## config.mk

```make
export PLATFORM = sky130hd
export DESIGN_NAME = regfile_scoreboard
export DESIGN_NICKNAME = d
export VERILOG_FILES = /design/src/rtl/regfile_scoreboard.sv
export SDC_FILE = /design/constraint.sdc
export NUM_CORES = 2
export LEC_CHECK = 0
export BUFFER_PORTS_ARGS = -buffer_cell sky130_fd_sc_hd__buf_2
export CAP_MARGIN = 20
export CORE_MARGIN = 10
export CORE_UTILIZATION = 55
export CTS_CLUSTER_DIAMETER = 200
export DETAILED_ROUTE_END_ITERATION = 16
export PLACE_DENSITY = 0.71
export SYNTH_ARGS = -nofsm -noshare
export SYNTH_HDL_FRONTEND = slang
export SYNTH_SLANG_ARGS = --single-unit
```

## constraint.sdc

```tcl
create_clock -name Clk -period 54.1 [get_ports Clk]
set_clock_uncertainty 0.05 [all_clocks]
set_input_delay 10.82 -clock Clk [delete_from_list [all_inputs] [get_ports Clk]]
set_output_delay 10.82 -clock Clk [all_outputs]
set_load 0.01 [all_outputs]
```

## src/rtl/regfile_scoreboard.sv

```systemverilog
// Two-read/one-write register file with a per-register pending scoreboard and pending counter.
// Define REGFILE_BYPASS_EN to forward same-cycle write data and validity to the read ports.
module regfile_scoreboard #(
  parameter int WIDTH    = 32,
  parameter int DEPTH    = 32,
  parameter int ADDR_W   = 5,
  parameter int ZERO_REG = 1
) (
  input  logic              Clk,
  input  logic              Reset,
  input  logic [ADDR_W-1:0] ReadRegister1,
  input  logic [ADDR_W-1:0] ReadRegister2,
  output logic [WIDTH-1:0]  ReadData1,
  output logic [WIDTH-1:0]  ReadData2,
  output logic              ReadValid1,
  output logic              ReadValid2,
  input  logic [ADDR_W-1:0] WriteRegister,
  input  logic [WIDTH-1:0]  WriteData,
  input  logic              RegWrite,
  input  logic [ADDR_W-1:0] ReserveRegister,
  input  logic              Reserve,
  output logic [ADDR_W:0]   PendingCount
);

  logic [DEPTH-1:0][WIDTH-1:0] mem_q, mem_d;
  logic [DEPTH-1:0]            pend_q, pend_d;
  logic [ADDR_W:0]             cnt_q, cnt_d;

  logic wr_ok, rs_ok, cnt_inc, cnt_dec;

  always_comb begin
    wr_ok = RegWrite && !((ZERO_REG != 0) && (WriteRegister == '0));
    rs_ok = Reserve  && !((ZERO_REG != 0) && (ReserveRegister == '0));
    // A write that is overridden by a same-register reserve never clears the bit.
    cnt_inc = rs_ok && !pend_q[ReserveRegister];
    cnt_dec = wr_ok && pend_q[WriteRegister] &&
              !(rs_ok && (ReserveRegister == WriteRegister));
    mem_d  = mem_q;
    pend_d = pend_q;
    if (wr_ok) begin
      mem_d[WriteRegister]  = WriteData;
      pend_d[WriteRegister] = 1'b0;
    end
    if (rs_ok) pend_d[ReserveRegister] = 1'b1;
    cnt_d = cnt_q + {{ADDR_W{1'b0}}, cnt_inc} - {{ADDR_W{1'b0}}, cnt_dec};
  end

  always_ff @(posedge Clk or posedge Reset) begin
    if (Reset) begin
      mem_q  <= '0;
      pend_q <= '0;
      cnt_q  <= '0;
    end else begin
      mem_q  <= mem_d;
      pend_q <= pend_d;
      cnt_q  <= cnt_d;
    end
  end

  logic [1:0][ADDR_W-1:0] rd_addr;
  logic [1:0][WIDTH-1:0]  rd_data;
  logic [1:0]             rd_vld;

  assign rd_addr = {ReadRegister2, ReadRegister1};

  // Protected register 0 is never written or reserved, so its stored state already reads 0/valid.
  always_comb begin
    for (int p = 0; p < 2; p++) begin
      rd_data[p] = mem_q[rd_addr[p]];
      rd_vld[p]  = ~pend_q[rd_addr[p]];
`ifdef REGFILE_BYPASS_EN
      if (wr_ok && (WriteRegister == rd_addr[p])) begin
        rd_data[p] = WriteData;
        rd_vld[p]  = 1'b1;
      end
`endif
    end
  end

  assign ReadData1    = rd_data[0];
  assign ReadData2    = rd_data[1];
  assign ReadValid1   = rd_vld[0];
  assign ReadValid2   = rd_vld[1];
  assign PendingCount = cnt_q;

endmodule

```

==> impl_metrics.env <==
export IMPL_met3_usage_pct=6.09
export IMPL_post_cts_buffers=0
export IMPL_io_pins=128
export IMPL_cts_max_path_buffers=3
export IMPL_clk_pin_slew_worst_paths_ps=60
export IMPL_power_density_nw_per_um2=37.8
export IMPL_final_cell_area_um2=62400
export IMPL_status="complete, no violations"
export IMPL_period_share_pct=47.7
export IMPL_globalRouteTotalUtil_pct=29.3
export IMPL_crit_type="input port to output pin"
export IMPL_crit_required_ps=43230
export IMPL_leakage_nw=27.5
export IMPL_hold_violations=0
export IMPL_ys_types=52
export IMPL_crit_arrival_ps=14920
export IMPL_tightest_slew_ps=1160
export IMPL_met1_usage_pct=38.6
export IMPL_die_x_um=343
export IMPL_ir_drop_v=0.0000288
export IMPL_crit_path_end_kind="output pin"
export IMPL_grt_pass1_vias=37700
export IMPL_muxShareOfSynthArea_pct=46.5
export IMPL_drt_initial_drc_count=3730
export IMPL_cts_sinks=1062
export IMPL_viasPerCell=7.12
export IMPL_crit_slowest_cell="buf_4"
export IMPL_vias=34900
export IMPL_dr_pass1_iters=5
export IMPL_cts_buffers=109
export IMPL_ant_nets=0
export IMPL_chipHeight_um=343
export IMPL_cts_resized=0
export IMPL_clk_latency_ps=700
export IMPL_die_area_um2=118000
export IMPL_avgSynthCellArea_um2=16.3
export IMPL_top_usage_layer="met2"
export IMPL_wire_per_inst_um=35.0
export IMPL_synth_compound_area_share_pct=2.42
export IMPL_grt_max_degree=149
export IMPL_crit_path_cell_trace="buf_8 -> buf_12 -> buf_4 -> mux4_1 -> mux4_2 -> o21a_1 -> buf_2"
export IMPL_yosys_area_share_simple_pct=0.835
export IMPL_fmax_mhz=38.8
export IMPL_use_met2_pct=46.9
export IMPL_hold_path_class="register to register"
export IMPL_ys_warn_count=0
export IMPL_synthTopCellsByArea="dfrtp_1 46%, mux2_2 19%, mux4_2 19%"
export IMPL_root_buffer="clkbuf_16"
export IMPL_fin_cells=4903
export IMPL_synthCells=3529
export IMPL_core_rowCount=118
export IMPL_core_area_um2=104000
export IMPL_synth_area_um2=57400
export IMPL_cpPeakStageDelay_ps=880
export IMPL_synthFlopType="dfrtp_1"
export IMPL_regArea_um2=26600
export IMPL_synth_seq_cells=1062
export IMPL_synth_top_family_by_area="multiplexers"
export IMPL_dp_cells=4690
export IMPL_yosys_area_share_adder_pct=0.166
export IMPL_finalCriticalPeriod_ps=25790
export IMPL_synth_top_area_cell="dfrtp_1"
export IMPL_startpoint_type="input port"
export IMPL_cp_max_fo=101
export IMPL_grt_pass1_wl_mm=255
export IMPL_rsz0062_at_grt="false"
export IMPL_drive_gt1_share_pct=53.0
export IMPL_multi_input_area_um2=28900
export IMPL_async_flop_share_pct=100
export IMPL_port_buffer_count=127
export IMPL_dp_slack_ps=28370
export IMPL_synth_top_cell_area_share_pct=46.3
export IMPL_num_fill_cells=7598
export IMPL_fin_nets=3490
export IMPL_final_core_util_pct=60.2
export IMPL_finalWorstSetupSlack_ps=28310
export IMPL_setup_violations=0
export IMPL_fin_tns_setup_ps=0
export IMPL_ys_seq_area_share_pct=46.3
export IMPL_grt_remaining_overflow=0
export IMPL_syn_nets=3592
export IMPL_place_area_um2=58500
export IMPL_maxCapViolCount=0
export IMPL_htree_levels=3
export IMPL_fin_hold_ws_ps=344
export IMPL_syn_to_final_growth_pct=8.76
export IMPL_drt_wl_total_mm=172
export IMPL_slew_viol_final=0
export IMPL_cts_hold_fix_buffers=0
export IMPL_synth_xor_area_share_pct=0.153
export IMPL_hpwl_mm=98.1
export IMPL_cts_tree="done"
export IMPL_start_util_pct=55.4
export IMPL_synth_edf_count=0
export IMPL_place_congestion=0.852
export IMPL_max_slew_margin_rel_pct=22.7
export IMPL_grt_antenna_before_repair=18
export IMPL_drc=0
export IMPL_power_mw=2.36
## path summary, 6_finish.rpt
check / endpoint / slack [ps] / cells after the start / startpoint
setup / recovery: ReadData2[10] / 28310 / 7 / ReadRegister2[0]
hold / removal: mem_q[30] / 340 / 0 / mem_q[30]
setup reg to reg: PendingCount[4] / 50600 / 13 / pend_q[3]
hold reg to reg: mem_q[30] / 340 / 0 / mem_q[30]
max in group asynchronous: mem_q[939] / 40570 / 7 / Reset
min in group asynchronous: mem_q[954] / 9990 / 2 / Reset
## final cells by class
type	count	share of cell area (%)
well taps	1380	2.77
repair buffers	201	2.28
inverters	10	0.0721
flip-flops and latches	1062	42.6
clock inverters	46	0.974
clock buffers	152	5.00
diodes	9	0.0361
multi-input cells	2043	46.3
## synthesized netlist by cell type, types with 2 or more instances
cell / n
nor3b_1: 3
buf_12: 8
nand2b_1: 3
and3_1: 3
ha_1: 6
mux2_1: 17
o21ai_0: 31
buf_6: 20
nor4_1: 2
nor3_1: 3
o21a_1: 64
nand4_1: 4
inv_1: 10
a22oi_1: 66
dfrtp_1: 1062
mux2i_1: 140
a32o_1: 4
mux4_2: 475
clkbuf_1: 220
o2111ai_1: 2
mux4_1: 130
and2_1: 2
and3b_1: 2
buf_2: 97
buf_1: 50
o21ai_1: 2
nand2_1: 29
nor2b_1: 6
xnor2_1: 5
buf_4: 17
nor2_1: 19
buf_8: 2
a21oi_1: 5
a22o_1: 11
nand3b_1: 5
nand4b_1: 3
xor2_1: 5
nand3_1: 6
mux2_2: 977
## kinds of logic (layout without fill, tap and decap cells)
logic type                 Yosys count  in the layout
buffers and inverters              424            409
muxes                             1739           1739
AOI/OAI and AO/OA                  194            194
adders and majority gates            7              7
xor gates and xnor gates            10             10
other                                0              9
DFF                               1062           1062
and+or+nand+nor                     93             93
## critical path: cells and delay by family
family / cells / cell delay, ps
buf+inv: 4 / 2320
mux: 2 / 1120
compound gates: 1 / 290
## flip-flops by register name (all words and copies together), names as in the netlist
name and count:
mem_q 1024, pend_q 32, PendingCount 6
## cell usage in the layout (no fill, tap or decap), types with 5 or more instances in the layout
master,count
a22oi_1,66
a21oi_1,5
mux2i_1,140
bufinv_16,14
nor2_1,7
clkbuf_1,23
inv_1,9
buf_8,5
nor2_4,12
ha_1,6
diode_2,9
mux4_2,475
xnor2_1,5
dfrtp_1,1062
clkbuf_16,112
mux4_1,130
nand2_2,14
buf_2,119
o21a_1,64
xor2_1,5
clkinv_2,26
o21ai_0,31
nand3_1,5
nand2_1,15
buf_16,6
nand3b_1,5
buf_4,65
mux2_1,17
a22o_1,11
clkbuf_8,17
mux2_2,977
## per-layer routing
metal  part of all wire (%)  vias to the layer above  wire length (µm)
li1                       -                    13700                 -
met1                     38                    19000             65900
met2                     48                     1783             82300
met3                    8.5                      460             14600
met4                    5.2                        8              8910
met5                  0.027                        -                47
## power by group
group	internal, mW	switching (mW)
logic	0.304	0.202
registers	0.948	0.113
clock network	0.468	0.323
total	1.72	0.638
Power figures use the tool's default switching activity.
